[config.mk]
export PLATFORM = sky130hd
export DESIGN_NAME = deflect_port_alloc
export DESIGN_NICKNAME = d
export VERILOG_FILES = /design/src/rtl/deflect_port_alloc.sv
export SDC_FILE = /design/constraint.sdc
export NUM_CORES = 1
export LEC_CHECK = 0
export ABC_AREA = 1
export BUFFER_PORTS_ARGS = -buffer_cell sky130_fd_sc_hd__buf_2
export CORE_MARGIN = 3
export CORE_UTILIZATION = 45
export DETAILED_ROUTE_END_ITERATION = 10
export GPL_ROUTABILITY_DRIVEN = 0
export PLACE_DENSITY_LB_ADDON = 0.15
export RECOVER_POWER = 25
export REMOVE_ABC_BUFFERS = 1
export SETUP_SLACK_MARGIN = 0.5
export SKIP_LAST_GASP = 1
export SLEW_MARGIN = 20
export SYNTH_ARGS = -nofsm -noshare
export SYNTH_HDL_FRONTEND = slang
export SYNTH_SLANG_ARGS = --single-unit
export TNS_END_PERCENT = 5
[constraint.sdc]
create_clock -name clk -period 1.59 [get_ports clk]
set_input_delay 0.159 -clock clk [delete_from_list [all_inputs] [get_ports clk]]
set_output_delay 0.159 -clock clk [all_outputs]
set_load 0.1 [all_outputs]
[src/rtl/deflect_port_alloc.sv]
// Sequential output-port allocator: grants free ports to up to NSLOT ranked flits, one slot per cycle.
// Define DEFLECT_STATS_EN to compile in the saturating deflection counter on defl_cnt.
module deflect_port_alloc #(
  parameter int NSLOT = 4,
  parameter int NPORT = 4,
  parameter int CNT_W = 16
) (
  input  logic                   clk,
  input  logic                   reset,
  input  logic                   start,
  input  logic [NSLOT-1:0]       slot_valid,
  input  logic [NSLOT*NPORT-1:0] prod_mask,
  input  logic [NPORT-1:0]       port_avail,
  output logic                   busy,
  output logic                   done,
  output logic [NSLOT*NPORT-1:0] grant,
  output logic [NSLOT-1:0]       deflected,
  output logic                   err,
  output logic [CNT_W-1:0]       defl_cnt
);

  typedef enum logic [1:0] {IDLE, ALLOC, DONE} state_t;

  state_t                 state;
  logic [NSLOT-1:0]       pend;
  logic [NSLOT*NPORT-1:0] mask;
  logic [NPORT-1:0]       free;

  logic [NSLOT-1:0] sel;
  logic [NSLOT-1:0] pend_next;
  logic [NPORT-1:0] cur_mask;
  logic [NPORT-1:0] cand;
  logic [NPORT-1:0] pool;
  logic [NPORT-1:0] pick;
  logic             deflect_now;
  logic             no_port;

  // Productive candidates are preferred; with none left the flit falls back to any free port.
  always_comb begin
    sel = pend & (~pend + NSLOT'(1));
    pend_next = pend & ~sel;
    cur_mask = '0;
    for (int s = 0; s < NSLOT; s++) begin
      if (sel[s]) cur_mask = mask[s*NPORT +: NPORT];
    end
    cand = cur_mask & free;
    no_port = (free == '0);
    deflect_now = (cand == '0) && !no_port;
    pool = (cand != '0) ? cand : free;
    pick = '0;
    for (int p = 0; p < NPORT; p++) begin
      if (pool[p]) begin
        pick = '0;
        pick[p] = 1'b1;
      end
    end
  end

  always_ff @(posedge clk) begin
    if (reset) begin
      state     <= IDLE;
      pend      <= '0;
      mask      <= '0;
      free      <= '0;
      busy      <= 1'b0;
      done      <= 1'b0;
      grant     <= '0;
      deflected <= '0;
      err       <= 1'b0;
    end else begin
      case (state)
        IDLE: begin
          if (start) begin
            pend      <= slot_valid;
            mask      <= prod_mask;
            free      <= port_avail;
            grant     <= '0;
            deflected <= '0;
            err       <= 1'b0;
            busy      <= 1'b1;
            if (slot_valid != '0) begin
              state <= ALLOC;
            end else begin
              state <= DONE;
              done  <= 1'b1;
            end
          end
        end
        ALLOC: begin
          for (int s = 0; s < NSLOT; s++) begin
            if (sel[s]) grant[s*NPORT +: NPORT] <= pick;
          end
          if (deflect_now) deflected <= deflected | sel;
          if (no_port) err <= 1'b1;
          free <= free & ~pick;
          pend <= pend_next;
          if (pend_next == '0) begin
            state <= DONE;
            done  <= 1'b1;
          end
        end
        DONE: begin
          done  <= 1'b0;
          busy  <= 1'b0;
          state <= IDLE;
        end
        default: state <= IDLE;
      endcase
    end
  end

`ifdef DEFLECT_STATS_EN
  localparam int POP_W = $clog2(NSLOT + 1);
  localparam int SUM_W = ((CNT_W > POP_W) ? CNT_W : POP_W) + 1;

  logic [SUM_W-1:0] defl_pop;
  logic [SUM_W-1:0] defl_sum;

  always_comb begin
    defl_pop = '0;
    for (int s = 0; s < NSLOT; s++) begin
      defl_pop = defl_pop + SUM_W'(deflected[s]);
    end
    defl_sum = SUM_W'(defl_cnt) + defl_pop;
  end

  // The sum is kept wider than the counter so one request can never wrap it before saturation.
  always_ff @(posedge clk) begin
    if (reset) begin
      defl_cnt <= '0;
    end else if (state == DONE) begin
      if (defl_sum > SUM_W'({CNT_W{1'b1}})) defl_cnt <= '1;
      else defl_cnt <= defl_sum[CNT_W-1:0];
    end
  end
`else
  assign defl_cnt = '0;
`endif

endmodule

---- Word level (Yosys, flattened, before mapping) ----
Index checks and enable logic that the tools add are counted.
storage, ports and cells
  latch bits .............................. 0
  memories ................................ 0
  logic and storage cells ................. 89
  bits in writable memories ............... 0
  output and inout bits ................... 39
  flip-flop bits (word level) ............. 49
  memory bits (read-only) ................. 0
operators by class
  order comparisons ....................... 0
  bitwise logic cells ..................... 8
  reduce and logical (&&, ||, !) cells .... 22
  multiply operators ...................... 0
  muxes and demuxes ....................... 35
  eq/ne operators ......................... 11
  add/subtract/negate cells ............... 1
  shifts and indexed selects .............. 0
  divide/modulo/power cells ............... 0
operators with widths
  operator             count
  $mux 4               16
  $pmux 16 s2          1
  $pmux 4 s2           3
  $ne 2x2->1 const B   9
  $reduce_and 3->1     6
  $and 4x4->4          4
  $mux 16              1
  $logic_not 4->1      3
  $not 4->4            3
  $reduce_and 2->1     4
  $reduce_bool 4->1    2
  $mux 1               7
  $mux 2               3
  $add 4x1->4 const B  1
  $or 4x4->4           1
  $pmux 1 s2           2
  $pmux 2 s2           1
  $reduce_and 4->1     1
  $reduce_bool 2->1    2
  $pmux 1 s3           1
  $reduce_bool 3->1    1
  $eq 2x1->1 const B   1
  $eq 2x2->1 const B   1
  $logic_not 2->1      1
  other kinds (2)      2

---- Longest topological paths before layout ----
  word-level depth ........................ 17
  gate-level depth with buffers ........... 15
  gate-level depth less buffers ........... 14

---- Worst setup path before layout ----
Ideal clock, no wire load.
  kind .................................... register -> register
  start ................................... reg pend[1]
  end ..................................... reg grant[0]
  clock period less this slack ............ 1.576 ns
  arrival time ............................ 1.445 ns
  stages on the path, launching flop included .. 15
  setup slack ............................. 0.014 ns
  path through ............................ dfxtp_1 buf_6 nor2_4 buf_6 nand4_1 nand2_1 inv_2 nand2_2 nand2_4 nor2_8 nand2_2 nand2_2 nor2_4 nand3_2 a21oi_1
between the ends
  word-level cells in the longest chain between the ends .. 15
ends and longest elaborated chain
  element                         line  RTL
  start: declaration              25    logic [NSLOT-1:0] pend;
  start signal: assignment        74    pend <= slot_valid;
  start signal: assignment        96    pend <= pend_next;
  $not 4->4                       40    sel = pend & (~pend + NSLOT'(1));
  $add 4x1->4                     40
  $and 4x4->4 (*)                 40
  $mux 4 (2 in series)            44    if (sel[s]) cur_mask = mask[s*NPORT +: NPORT];
  $mux 4 (*)                      44
  $and 4x4->4 (*)                 46    cand = cur_mask & free;
  $reduce_bool 4->1               49    pool = (cand != '0) ? cand : free;
  $mux 4 (*)                      49
  $mux 1                          52    if (pool[p]) begin
  $mux 4 (2 in series)            52
  $mux 4 (*)                      52
  $mux 4 (*)                      91    if (sel[s]) grant[s*NPORT +: NPORT] <= pick;
  $pmux 16 s2 (*)                 71    case (state)
  end signal: indexed assignment  91
  end: declaration                16    output logic [NSLOT*NPORT-1:0] grant,
Every way passes the cells marked *; elsewhere a longest branch is shown, timed or not. The select of a mux whose other input is x is not followed.
A chain may end at the register's enable or synchronous reset.

---- Final worst setup path ----
  start ................................... reg pend[0]
  end ..................................... reg free[2]
between the ends
  word-level cells in the longest chain between the ends .. 15
ends and longest elaborated chain
  element                 line  RTL
  $not 4->4               40
  $add 4x1->4             40
  $and 4x4->4 (*)         40
  $mux 4 (3 in series)    44
  $mux 4 (*)              44
  $and 4x4->4 (*)         46
  $reduce_bool 4->1       49
  $mux 4 (*)              49
  $mux 4                  52
  $mux 4 (*)              52
  $not 4->4 (*)           95    free <= free & ~pick;
  $and 4x4->4 (*)         95
  $pmux 4 s2 (*)          71
  end signal: assignment  76    free <= port_avail;
  end signal: assignment  95
  end: declaration        27    logic [NPORT-1:0] free;
Every way passes the cells marked *; elsewhere a longest branch is shown, timed or not.

==> reports/metrics.csv <==
metric;value;unit
core area;4880;sq um
clk_lat worst skew;0.30;ns
Max-cap violations;0;
Crit path required time;1.82;ns
Netlist Area Pre-Place;2350;sq um
startpoint types;flip-flop;
Detail Placement HPWL;4150;um
via count;2216;
min cycle time layout;1.87;ns
skew final;0.00707;ns
Worst Tran Pin Value;0.543;ns
GRT overflow;0;
die height;78.2;um
RSZ-0062 raised after global routing;yes;
Vias per Instance;4.91;
Ys Warns;0;
Area growth, synth to finish;29.6;%
DP Cell Count;437;
n_diodes;0;
final setup vio count;25;
fin crit share;118;%
Routed Antenna Nets;0;
WS Path Type;reg2reg;
Fin Hold WS;0.0975;ns
# H-tree levels;2;
syn_area_per_cell;7.50;sq um
max-slew violation count;0;
clk slew on worst S/H paths;0.09;ns
Power, Total;3.89;mW
CP endpoint kind;flip-flop;
final hold vios;0;
violated checks;negative setup slack;
routed wire length;5880;um
die area;6120;sq um
DRC;0;
num ports;66;
Root Driver;clkbuf_8;
Max Freq;0.534;GHz
Clock Tree Buf Depth;2;
Pwr Density;1280;nW/um^2
CTS Buf Count;5;
starting density of the core;48.1;%
layout cells sized above 1;34.6;%
leak pwr;1.37;nW
crit path max fanout;5;
TNS Setup;-5.89;ns
total track usage;18.2;%
IR drop worst, VDD;0.000630;V
CTS tree;done;
NumNets Final;412;
number of clock sinks;49;
Routed WL per cell;13.0;um
initial drt markers;94;
post-route setup slack;-0.281;ns
# hold bufs at CTS;0;
# rows;25;
largest net degree at the start of global routing;28;
first-pass detailed-route iteration total;4;
Cell variety after synth;30;
PortBufs;49;
final instance count without filler cells;451;
Syn Inst Count;313;
Slew Limit Headroom;64.0;%
first-pass GRT wire length;9140;um
register area share after synthesis;41.8;%
Worst EP arrival;2.10;ns
initial antenna violation count;0;
Hold WC Path Type;in2reg;
number of global-route vias before repair;2055;
width of the die;78.2;um
status;complete, but fails checks;
Yosys reg bits;49;
## per-layer routing
metal	track usage (%)	part of all wire [%]	vias to the layer above
li1	-	-	1144
met2	30.6	48	60
met5	0	0	-
met4	4.20	1.2	0
met1	24.2	46	1004
met3	3.44	4.5	8
## worst max-delay path, stage by stage, from the launching register on
cell	delay (ns)
dfxtp_4	0.37
buf_4	0.14
nor2_1	0.19
nand2_1	0.09
nand2_1	0.11
nand3_4	0.08
nand2_2	0.09
nand2_4	0.07
nor2_8	0.19
nand2_4	0.07
nand2_4	0.10
inv_4	0.05
nand2_2	0.05
nand3_1	0.06
a21oi_1	0.15
## report_power, final
| group | switching [mW] | total, mW | internal, mW | leakage [nW] |
|---|---|---|---|---|
| registers | 0.109 | 1.48 | 1.37 | 0.405 |
| logic | 1.25 | 1.73 | 0.478 | 0.929 |
| clock network | 0.383 | 0.674 | 0.290 | 0.0399 |
## stage by stage
| stage | setup WS [ns] | instance area [sq um] | utilization [%] |
|---|---|---|---|
| finish | -0.281 | 3040 | 62.3 |
| global route | -0.405 | 3040 | 62.3 |
| CTS | -0.211 | 2850 | 58.4 |
| detailed placement | -0.270 | 2720 | 55.7 |
| global placement | -0.185 | 2720 | 55.7 |
| floorplan | -0.277 | 2210 | - |
## flip-flops by register name (all words and copies together), names as in the netlist
signal / flops
state: 2
err: 1
free: 4
done: 1
grant: 16
busy: 1
mask: 16
pend: 4
deflected: 4
## repair_timing
action / CTS / global route
pin swaps: 2 / 19
buffers inserted: 3 / 5
setup endpoints to repair: 71 / 72
gates resized for setup: 4 / 31
endpoints found under the hold margin: 0 / 0
## Yosys cell counts (all sizes together)
library cell,count,share of area [%]
a211oi,1,0.32
a21oi,39,8.3
a31oi,1,0.27
and2,1,0.27
buf,21,7.0
clkbuf,9,1.4
clkinv,1,0.16
conb,1,0.16
dfxtp,49,42
inv,24,3.9
nand2,49,9.9
nand3,23,6.4
nand4,4,1.1
nor2,36,7.2
nor3,1,0.21
o211ai,1,0.32
o21ai,50,11
o21bai,1,0.32
o31ai,1,0.32
## layout by cell type (no fill, tap or decap)
cell and n:
o21ai_1 2, nand2_1 35, nand2_2 5, o21bai_4 1, clkinv_1 1, o31ai_1 1, a211oi_1 1, dfxtp_4 1
nor2_1 32, a21oi_2 9, nor2_4 3, buf_2 40, clkinv_2 1, nand3_2 5, inv_2 3, dfxtp_1 47
o211ai_1 1, buf_6 1, conb_1 16, nand4_1 4, nand2_4 9, buf_4 27, nand3_4 6, inv_4 2
clkbuf_2 9, inv_1 19, nor3_1 1, clkbuf_8 5, nor2_8 1, nand3_1 12, dfxtp_2 1, o21ai_0 47
and2_1 1, a31oi_1 1, a21oi_1 30, buf_12 3, o21ai_2 1
## final cells by class
cell class | instances | area (sq um)
clock buffer | 5 | 68.8
multi-input combinational | 224 | 1280
inverter | 25 | 98.8
fill | 441 | 1840
clock inverter | 1 | 5.00
sequential | 49 | 986
timing repair buffer | 80 | 519
tap | 67 | 83.8
## final timing paths
check | from | to | slack [ns] | depth (start not counted)
worst max-delay path | pend[0] | free[2] | -0.28 | 14
worst min-delay path | reset | state[0] | 0.1 | 2
worst max register to register | pend[0] | free[2] | -0.28 | 14
worst min register to register | mask[4] | mask[4] | 0.46 | 2
## cells by family after synthesis
family / after synthesis / share of synthesized area, %
and+or+nand+nor: 114 / 25.0
AOI/OAI and AO/OA: 94 / 20.5
buffers and inverters: 55 / 12.5
DFF: 49 / 41.8
other: 1 / 0.160
No activity file was read; power rests on OpenSTA's default activity.
